File: src/rtl/pe_acc.sv
// pe_acc: accumulates a configured number of signed PE products into one
// saturated dot-product result, handed to writeback on a valid/ready handshake.
module pe_acc #(
  parameter int PROD_W = 16,
  parameter int ACC_W  = 32,
  parameter int CNT_W  = 8
) (
  input  logic              clk,
  input  logic              rst,
  input  logic              cfg_vld,
  input  logic [CNT_W-1:0]  cfg_len,
  input  logic              acc_clr,
  input  logic              c1_vld,
  input  logic [PROD_W-1:0] c1_data,
  output logic              acc_busy,
  output logic              res_vld,
  input  logic              res_rdy,
  output logic [ACC_W-1:0]  res_data,
  output logic              res_ovf,
  output logic              err_drop
);

  typedef enum logic [1:0] {
    S_IDLE = 2'd0,
    S_ACC  = 2'd1,
    S_DONE = 2'd2
  } state_t;

  localparam logic [CNT_W-1:0] CNT_ONE = CNT_W'(1);

  // The wide sum carries one guard bit; the top two bits disagree on overflow.
  function automatic logic sum_ovf(input logic signed [ACC_W:0] s);
    return s[ACC_W] != s[ACC_W-1];
  endfunction

  // Clamp the guarded sum into the signed ACC_W range, direction from the guard bit.
  function automatic logic signed [ACC_W-1:0] sat_sum(input logic signed [ACC_W:0] s);
    logic signed [ACC_W-1:0] r;
    if (!sum_ovf(s))
      r = s[ACC_W-1:0];
    else if (s[ACC_W])
      r = {1'b1, {(ACC_W-1){1'b0}}};
    else
      r = {1'b0, {(ACC_W-1){1'b1}}};
    return r;
  endfunction

  state_t                   state_q, state_d;
  logic signed [ACC_W-1:0]  acc_q, acc_d;
  logic [CNT_W-1:0]         cnt_q, cnt_d;
  logic [CNT_W-1:0]         len_q, len_d;
  logic                     ovf_q, ovf_d;
  logic                     busy_q, busy_d;
  logic                     res_vld_q, res_vld_d;
  logic signed [ACC_W-1:0]  res_data_q, res_data_d;
  logic                     res_ovf_q, res_ovf_d;
  logic                     err_drop_q, err_drop_d;

  logic signed [ACC_W:0]    sum_w;
  logic signed [ACC_W-1:0]  sum_sat;
  logic                     ovf_next;

  // Guarded sum of the running total and the sign-extended product, then clamped.
  always_comb begin
    sum_w    = {acc_q[ACC_W-1], acc_q}
             + {{(ACC_W+1-PROD_W){c1_data[PROD_W-1]}}, c1_data};
    sum_sat  = sat_sum(sum_w);
    ovf_next = ovf_q | sum_ovf(sum_w);
  end

  // Next-state and datapath update; abort overrides every other request.
  always_comb begin
    state_d    = state_q;
    acc_d      = acc_q;
    cnt_d      = cnt_q;
    len_d      = len_q;
    ovf_d      = ovf_q;
    res_vld_d  = res_vld_q;
    res_data_d = res_data_q;
    res_ovf_d  = res_ovf_q;
    err_drop_d = err_drop_q;

    if (c1_vld && state_q != S_ACC)
      err_drop_d = 1'b1;

    unique case (state_q)
      S_IDLE: begin
        if (cfg_vld && cfg_len != '0) begin
          len_d   = cfg_len;
          acc_d   = '0;
          cnt_d   = '0;
          ovf_d   = 1'b0;
          state_d = S_ACC;
        end
      end
      S_ACC: begin
        if (c1_vld) begin
          acc_d = sum_sat;
          ovf_d = ovf_next;
          cnt_d = cnt_q + CNT_ONE;
          if (cnt_q == len_q - CNT_ONE) begin
            res_data_d = sum_sat;
            res_ovf_d  = ovf_next;
            res_vld_d  = 1'b1;
            state_d    = S_DONE;
          end
        end
      end
      S_DONE: begin
        if (res_rdy) begin
          res_vld_d = 1'b0;
          state_d   = S_IDLE;
        end
      end
      default: state_d = S_IDLE;
    endcase

    if (acc_clr) begin
      state_d    = S_IDLE;
      acc_d      = '0;
      cnt_d      = '0;
      ovf_d      = 1'b0;
      res_vld_d  = 1'b0;
      res_ovf_d  = 1'b0;
      err_drop_d = 1'b0;
    end

    busy_d = (state_d != S_IDLE);
  end

  // State and datapath registers, cleared asynchronously by rst.
  always_ff @(posedge clk or posedge rst) begin
    if (rst) begin
      state_q    <= S_IDLE;
      acc_q      <= '0;
      cnt_q      <= '0;
      len_q      <= '0;
      ovf_q      <= 1'b0;
      busy_q     <= 1'b0;
      res_vld_q  <= 1'b0;
      res_data_q <= '0;
      res_ovf_q  <= 1'b0;
      err_drop_q <= 1'b0;
    end else begin
      state_q    <= state_d;
      acc_q      <= acc_d;
      cnt_q      <= cnt_d;
      len_q      <= len_d;
      ovf_q      <= ovf_d;
      busy_q     <= busy_d;
      res_vld_q  <= res_vld_d;
      res_data_q <= res_data_d;
      res_ovf_q  <= res_ovf_d;
      err_drop_q <= err_drop_d;
    end
  end

  assign acc_busy = busy_q;
  assign res_vld  = res_vld_q;
  assign res_data = res_data_q;
  assign res_ovf  = res_ovf_q;
  assign err_drop = err_drop_q;

endmodule
File: config.mk
export PLATFORM = sky130hd
export DESIGN_NAME = pe_acc
export DESIGN_NICKNAME = d
export VERILOG_FILES = /design/src/rtl/pe_acc.sv
export SDC_FILE = /design/constraint.sdc
export NUM_CORES = 1
export LEC_CHECK = 0
export ABC_AREA = 0
export CORE_ASPECT_RATIO = 1.1
export CORE_MARGIN = 4
export CORE_UTILIZATION = 50
export CTS_CLUSTER_DIAMETER = 120
export CTS_CLUSTER_SIZE = 28
export DETAILED_ROUTE_END_ITERATION = 16
export PLACE_DENSITY = 0.72
export SLEW_MARGIN = 20
export SYNTH_ARGS = -nofsm -noshare
export SYNTH_HDL_FRONTEND = slang
export SYNTH_SLANG_ARGS = --single-unit
File: constraint.sdc
create_clock -name clk -period 3.9 [get_ports clk]
set_clock_uncertainty 0.05 [all_clocks]
set_input_delay 0.78 -clock clk [delete_from_list [all_inputs] [get_ports clk]]
set_output_delay 0.78 -clock clk [all_outputs]
set_load 0.05 [all_outputs]
==> flow_metrics.env <==
export IMPL_status="finished clean"
export IMPL_drive_gt1_frac=0.1451
export IMPL_diodes=0
export IMPL_ys_seq_area_frac=0.3777
export IMPL_finish_utilization=0.6581
export IMPL_startpoint_type="primary input"
export IMPL_whs_path_depth=2
export IMPL_start_util=0.5188
export IMPL_drtIter0Drc=269
export IMPL_hold_slack_ns=0.4527
export IMPL_cp_max_fo=3
export IMPL_tightest_slew_ns=0.7850
export IMPL_rsz0062_at_grt="no"
export IMPL_routed_wl_mm=16.08
export IMPL_dieHeight_um=120.6
export IMPL_dieWidth_um=110.4
export IMPL_swShare=0.3607
export IMPL_period_share=0.9505
export IMPL_seqPwrFrac=0.370
export IMPL_syn_to_final_growth_pct=26.85
export IMPL_ios=66
export IMPL_nets=825
export IMPL_hpwl_mm=12.29
export IMPL_antenna_found_initial=0
export IMPL_placed_area_mm2=0.007028
export IMPL_hold_viol_final=0
export IMPL_max_cap_violations=0
export IMPL_wl_per_cell_um=17.63
export IMPL_timing_fmax_mhz=269.8
export IMPL_grt_pass1_wl_mm=27.20
export IMPL_portBuffers=65
export IMPL_ant_nets=0
export IMPL_period_minus_slack_ns=3.707
export IMPL_grt_ovfl_total=0
export IMPL_arrival_ns=3.91
export IMPL_power_density_mw_per_mm2=388.2
export IMPL_power_internal_mw=1.814
export IMPL_drc=0
export IMPL_dr_pass1_iters=5
export IMPL_routed_via_count=5420
export IMPL_avgSynthCellArea_um2=8.965
export IMPL_cts_clk_slew_worst_paths_ns=0.06
export IMPL_post_cts_buffers=0
export IMPL_relSlewSlack=0.4760
export IMPL_final_area_mm2=0.007312
export IMPL_irDropWorstVdd_mv=0.2785
export IMPL_root_buffer="clkbuf_16"
export IMPL_end_kind="register"
export IMPL_synth_fp_nets=708
export IMPL_yosysWarnings=0
export IMPL_gp_congestion=0.9717
export IMPL_clk_path_buf_depth=2
export IMPL_clkPwrFrac=0.291
export IMPL_ys_ff_latch=87
export IMPL_power_total_mw=2.838
export IMPL_synth_distinct_cells=65
export IMPL_track_usage=0.2544
export IMPL_leakage_nw=3.505
export IMPL_drv_slew=0
export IMPL_p_switching_mw=1.024
export IMPL_min_path_type="reg2reg"
export IMPL_dieArea_mm2=0.01331
export IMPL_vias_per_cell=5.943
export IMPL_h_tree_depth=3
export IMPL_crit_required_ns=4.10
export IMPL_core_mm2=0.01111
export IMPL_clk_latency_ns=0.34
export IMPL_ctsHoldBuffers=0
export IMPL_async_flop_share=1.000
export IMPL_clock_sinks=87
export IMPL_crit_type="in2reg"
export IMPL_grt_pass1_vias=5610
export IMPL_setup_viol=0
export IMPL_pwr_share_comb=0.339
export IMPL_synthesis_area_mm2=0.005764
export IMPL_synth_edff_count=0
export IMPL_r2r_cells=11
export IMPL_cts_tree="built"
export IMPL_cts_buffers=9
export IMPL_dp_cells=896
export IMPL_rows=40
export IMPL_ys_flop_type="dfrtp_1"
export IMPL_stdcell_count=912
export IMPL_synth_cells=643
export IMPL_cts_resized=0
export IMPL_grt_max_degree=45
-- metal layers --
layer	track usage	part of all wire	up-vias
met1	0.3302	0.43	2615
met4	0.07544	0.021	0
li1	-	-	2600
met5	0	0	-
met2	0.4313	0.50	176
met3	0.04325	0.048	29
-- registers in the layout, indices dropped and copies added (netlist names) --
signal,count
acc_q,32
res_data,32
cnt_q,8
len_q,8
state_q,2
acc_busy,1
err_drop,1
ovf_q,1
res_ovf,1
res_vld,1
-- per-stage QoR --
step	setup TNS (ns)	setup WS (ns)
6_report	0	0.1930
2_1_floorplan	0	0.3616
3_3_place_gp	-4.516	-0.09566
4_1_cts	0	0.1477
5_1_grt	0	0.03894
3_5_place_dp	-9.149	-0.1909
-- synthesized netlist by cell type, types with 3 or more instances --
cell	instances	area, um^2
a31oi_1	9	56.30
nand4_1	5	31.28
o2111ai_1	5	43.79
nand3_1	14	70.07
buf_2	10	50.05
nand2_1	79	296.5
nor2b_1	5	31.28
o21ai_1	4	20.02
mux2_2	6	67.56
a21oi_1	68	340.3
o21a_1	10	75.07
dfrtp_1	87	2177
nor3_1	9	45.04
nand2b_1	4	25.02
and3_1	7	43.79
xor2_1	17	148.9
a21boi_0	3	22.52
a211o_1	5	43.79
o21ai_0	35	175.2
and2_1	5	31.28
ha_1	34	425.4
nor2_1	63	236.5
inv_1	13	48.80
a211oi_1	8	60.06
o211ai_1	13	97.59
buf_6	4	45.04
a21o_1	16	120.1
nand3b_1	3	22.52
o21bai_1	7	52.55
clkbuf_1	15	56.30
a221o_1	19	190.2
xnor2_1	21	183.9
o211a_1	3	30.03
nor4_1	4	25.02
-- power by group through the flow --
stage               logic [mW]  clock network, mW  registers, mW
detailed placement       0.953                  0           1.07
global placement         0.934                  0           1.06
CTS                      0.960              0.837           1.05
finish                   0.962              0.826           1.05
global route              1.04              0.873           1.06
floorplan                0.437                  0           1.24
-- final timing paths --
path | from | end | slack (ns)
min in group asynchronous | rst | res_data[5] | 0.84
worst max register to register | acc_q[0] | acc_q[26] | 0.70
worst min register to register | acc_q[30] | acc_q[30] | 0.45
max in group asynchronous | rst | acc_q[22] | 2.16
worst max-delay path | c1_data[0] | acc_q[26] | 0.19
worst min-delay path | acc_q[30] | acc_q[30] | 0.45
-- kinds of logic after synthesis --
group	after synthesis	synth area share
multiplexers	6	0.01172
AO/OA/AOI/OAI	224	0.2696
AND/OR/NAND/NOR	211	0.1713
XOR/XNOR	38	0.05774
flip-flops	87	0.3777
buffers and inverters	42	0.03473
adder cells (fa/ha/maj)	35	0.07727
-- critical path, stage by stage --
cell and delay (ns):
clkdlybuf4s50_1 0.43, ha_1 0.25, fa_1 0.40, a211o_1 0.31, a21oi_2 0.25, o21ai_0 0.24, a211oi_1 0.42, buf_4 0.19
nor2_1 0.04, a31oi_1 0.14, o2111ai_1 0.22, o211ai_1 0.22
-- final cells by class --
type,instances,area (um^2)
Clock buffer,9,225.2
Clock inverter,7,55.05
Fill cell,925,3799
Inverter,13,50.05
Multi-Input combinational cell,514,3395
Sequential cell,87,2177
Tap cell,147,183.9
Timing Repair Buffer,135,1226
-- cells in the final DEF, fill, tap and decap left out, types with 6 or more instances in the layout --
| master | n |
|---|---|
| xnor2_1 | 21 |
| and3_1 | 7 |
| a31oi_1 | 9 |
| nor2_1 | 63 |
| buf_4 | 66 |
| nor3_1 | 9 |
| inv_1 | 12 |
| o211ai_1 | 13 |
| mux2_2 | 6 |
| a221o_1 | 19 |
| o21bai_1 | 7 |
| a21o_1 | 16 |
| o21a_1 | 10 |
| clkdlybuf4s50_1 | 65 |
| a211oi_1 | 8 |
| ha_1 | 34 |
| dfrtp_1 | 87 |
| nand2_1 | 79 |
| o21ai_0 | 35 |
| a21oi_1 | 66 |
| clkbuf_16 | 9 |
| xor2_1 | 17 |
| nand3_1 | 14 |
No activity file was read; power rests on OpenSTA's default activity.
==> RTL edit (same flow settings) <==
`res_data_q` no longer has a reset.
--- a/src/rtl/pe_acc.sv
+++ b/src/rtl/pe_acc.sv
@@ -140,3 +140,2 @@
       res_vld_q  <= 1'b0;
-      res_data_q <= '0;
       res_ovf_q  <= 1'b0;
@@ -151,3 +150,2 @@
       res_vld_q  <= res_vld_d;
-      res_data_q <= res_data_d;
       res_ovf_q  <= res_ovf_d;
@@ -155,2 +153,6 @@
     end
+  end
+
+  always_ff @(posedge clk) begin
+    res_data_q <= res_data_d;
   end
Behaviour: differs if rst is asserted again (counterexample within 4 cycles, from zero or initial values and one cycle with rst high); with rst held inactive, the same outputs for 4 cycles.
==> RTL edit against the unedited design <==
Cell area shrank 2.7%. Total power shrank 10%. Fmax shrank 0.69%. Synthesized area shrank 3.6%. Routed wire length shrank 9.6%. Non-clock buffer count shrank 4. Setup slack lost 26 ps. Sequential cell count is the same. Final cell count shrank 11%.
==> RTL edit: results (changes against the unedited design) <==
detail-routed net length per standard cell=17.89 µm (was 17.63 µm); detailed-route wire length on metal 1=6181 µm (was 6979 µm); EDFF count, synth=32 (was 0); arrival time worst endpoint=3960 ps (was 3910 ps); HPWL reported at the end of detailed placement=10,930 µm (was 12,290 µm); peak supply drop=248.4 µV (was 278.5 µV); vias after detailed routing=4,792 (was 5,420); detailed-routed wire length on met2=7140 µm (was 7998 µm); total routing usage reported by global routing=23.90% (was 25.44%); clock latency of the later-clocked register in the worst-skew pair=350 ps; critical path's slowest cell=sky130_fd_sc_hd__clkdlybuf4s50_1 (unchanged); Mapped Nets=612 (was 708); largest fanout on the critical path=15 (was 3); Crit Reg-Reg Startpoint=acc_q[0] (unchanged); Port Buffers=65 (unchanged); cell count after placement=796 (was 896); prevailing post-synth register cell=sky130_fd_sc_hd__dfrtp_1 (unchanged); number of global-route vias before repair=4,940 (was 5,610); pin count of the biggest net entering global routing=37 (was 45); mean instance size in the synthesized netlist=10.16 µm² (was 8.965 µm²); Async SR Flop Fraction=63.22% (was 100.0%); status=completed (unchanged); leading post-synthesis cells by instance count=55 x sky130_fd_sc_hd__dfrtp_1, 50 x sky130_fd_sc_hd__nand2_1, 34 x sky130_fd_sc_hd__ha_1, 34 x sky130_fd_sc_hd__o21ai_0 (was 87 x sky130_fd_sc_hd__dfrtp_1, 79 x sky130_fd_sc_hd__nand2_1, 68 x sky130_fd_sc_hd__a21oi_1); Post-CTS Setup Repair Bufs=0 (unchanged); Seq/Total Area, Yosys=42.05% (was 37.77%); 1st-iter DRT viols=278 (was 269); vias per inst=5.901 (was 5.943); number of H-tree levels=3 (unchanged); Min-Delay Startpoint=state_q[0] (was acc_q[30]); maximum clock path buffer count=2 (unchanged); placer's final routability congestion estimate=0.9607 (was 0.9717); Final Net Count=725 (was 825); sum of met3 wire segment lengths after detailed routing=789 µm (was 764 µm); number of library cell types mapped by synthesis=66 (was 65); slew at the pin with the worst max-slew slack=682.3 ps (was 785.0 ps); top area cells in the synthesized netlist=sky130_fd_sc_hd__dfrtp_1 25%, sky130_fd_sc_hd__edfxtp_1 17%, sky130_fd_sc_hd__ha_1 7.7% (was sky130_fd_sc_hd__dfrtp_1 38%, sky130_fd_sc_hd__ha_1 7.4%, sky130_fd_sc_hd__a21oi_1 5.9%); leakage power total=0.003220 µW (was 0.003505 µW); Placement Cell Area=6812 µm² (was 7028 µm²); filler cell count=920 (was 925); post-layout instance area=7116 µm² (was 7312 µm²); first-pass GRT wire length=24,580 µm (was 27,200 µm); number of CTS-inserted buffers=9 (unchanged); share of post-route cells with drive strength above 1=16.09% (was 14.51%)
==> RTL edit: changes by cell type in the layout (fill, tap and decap cells not counted), sizes merged, moves of 8 or more <==
cell / unedited run / this run
a21oi: 69 / 32
edfxtp: 0 / 32
inv: 15 / 23
nor2: 64 / 32
a211o: 5 / 20
nand2: 79 / 50
o21a: 10 / 2
dfrtp: 87 / 55
o311ai: 0 / 8
o211ai: 13 / 5
==> RTL edit: layout make-up <==
class | count | share of cell area [%]
well taps | 147 | 2.585
clock buffers | 11 | 3.570
multi-input cells | 411 | 42.48
flip-flops and latches | 87 | 32.85
inverters | 20 | 1.055
repair buffers | 131 | 16.81
clock inverters | 5 | 0.6506
==> RTL edit: path summary, 6_finish.rpt <==
path                                    to  slack [ps]  cells past startpoint
worst min register to register  state_q[0]         430                      1
worst min-delay path            state_q[0]         430                      1
min in group asynchronous         acc_q[3]         770                      2
worst max register to register     res_ovf         670                     11
worst max-delay path               res_ovf         170                     12
max in group asynchronous       state_q[0]        2200                      3
==> RTL edit: where the power goes <==
group,switching (µW),internal (µW)
registers,30.8,1010
clock network,386,483
logic,348,301
==> RTL edit: kinds of logic (layout without fill, tap and decap cells) <==
logic type,count (synthesis),in the layout,synth area share (%)
adder cells (fa/ha/maj),35,35,8.014
buffers and inverters,49,167,3.850
multiplexers,5,5,1.013
flip-flops,87,87,42.05
AO/OA/AOI/OAI,193,193,26.21
AND/OR/NAND/NOR,137,137,12.07
XOR/XNOR,41,41,6.799
==> RTL edit: routing by layer <==
layer / up-vias / global-route usage (%)
li1: 2314 / -
met1: 2304 / 31.43
met2: 138 / 39.72
met3: 36 / 3.441
met4: 0 / 8.761
met5: - / 0
==> RTL edit: stage by stage <==
stage	hold slack (ps)	setup TNS (ps)	setup slack, ps
finish	427.9	0	167.2
global route	473.2	0	11.71
CTS	427.3	0	169.9
detailed placement	416.6	-7437	-175.4
global placement	419.7	-4130	-144.3
floorplan	390.0	0	378.5
==> RTL edit: timing repair <==
item / CTS / global route
setup endpoints to repair: 0 / 3
hold buffers: 0 / 0
resized for setup: 0 / 1
==> RTL edit: worst register-to-register path, cell delays in order (launching register included) <==
cell	delay [ps]
sky130_fd_sc_hd__dfrtp_1	390
sky130_fd_sc_hd__ha_1	220
sky130_fd_sc_hd__fa_1	390
sky130_fd_sc_hd__a21o_1	190
sky130_fd_sc_hd__a221o_2	380
sky130_fd_sc_hd__a31o_2	290
sky130_fd_sc_hd__a31oi_4	180
sky130_fd_sc_hd__o31a_2	240
sky130_fd_sc_hd__nor2_1	120
sky130_fd_sc_hd__xor2_4	370
sky130_fd_sc_hd__buf_4	190
sky130_fd_sc_hd__o221a_1	180
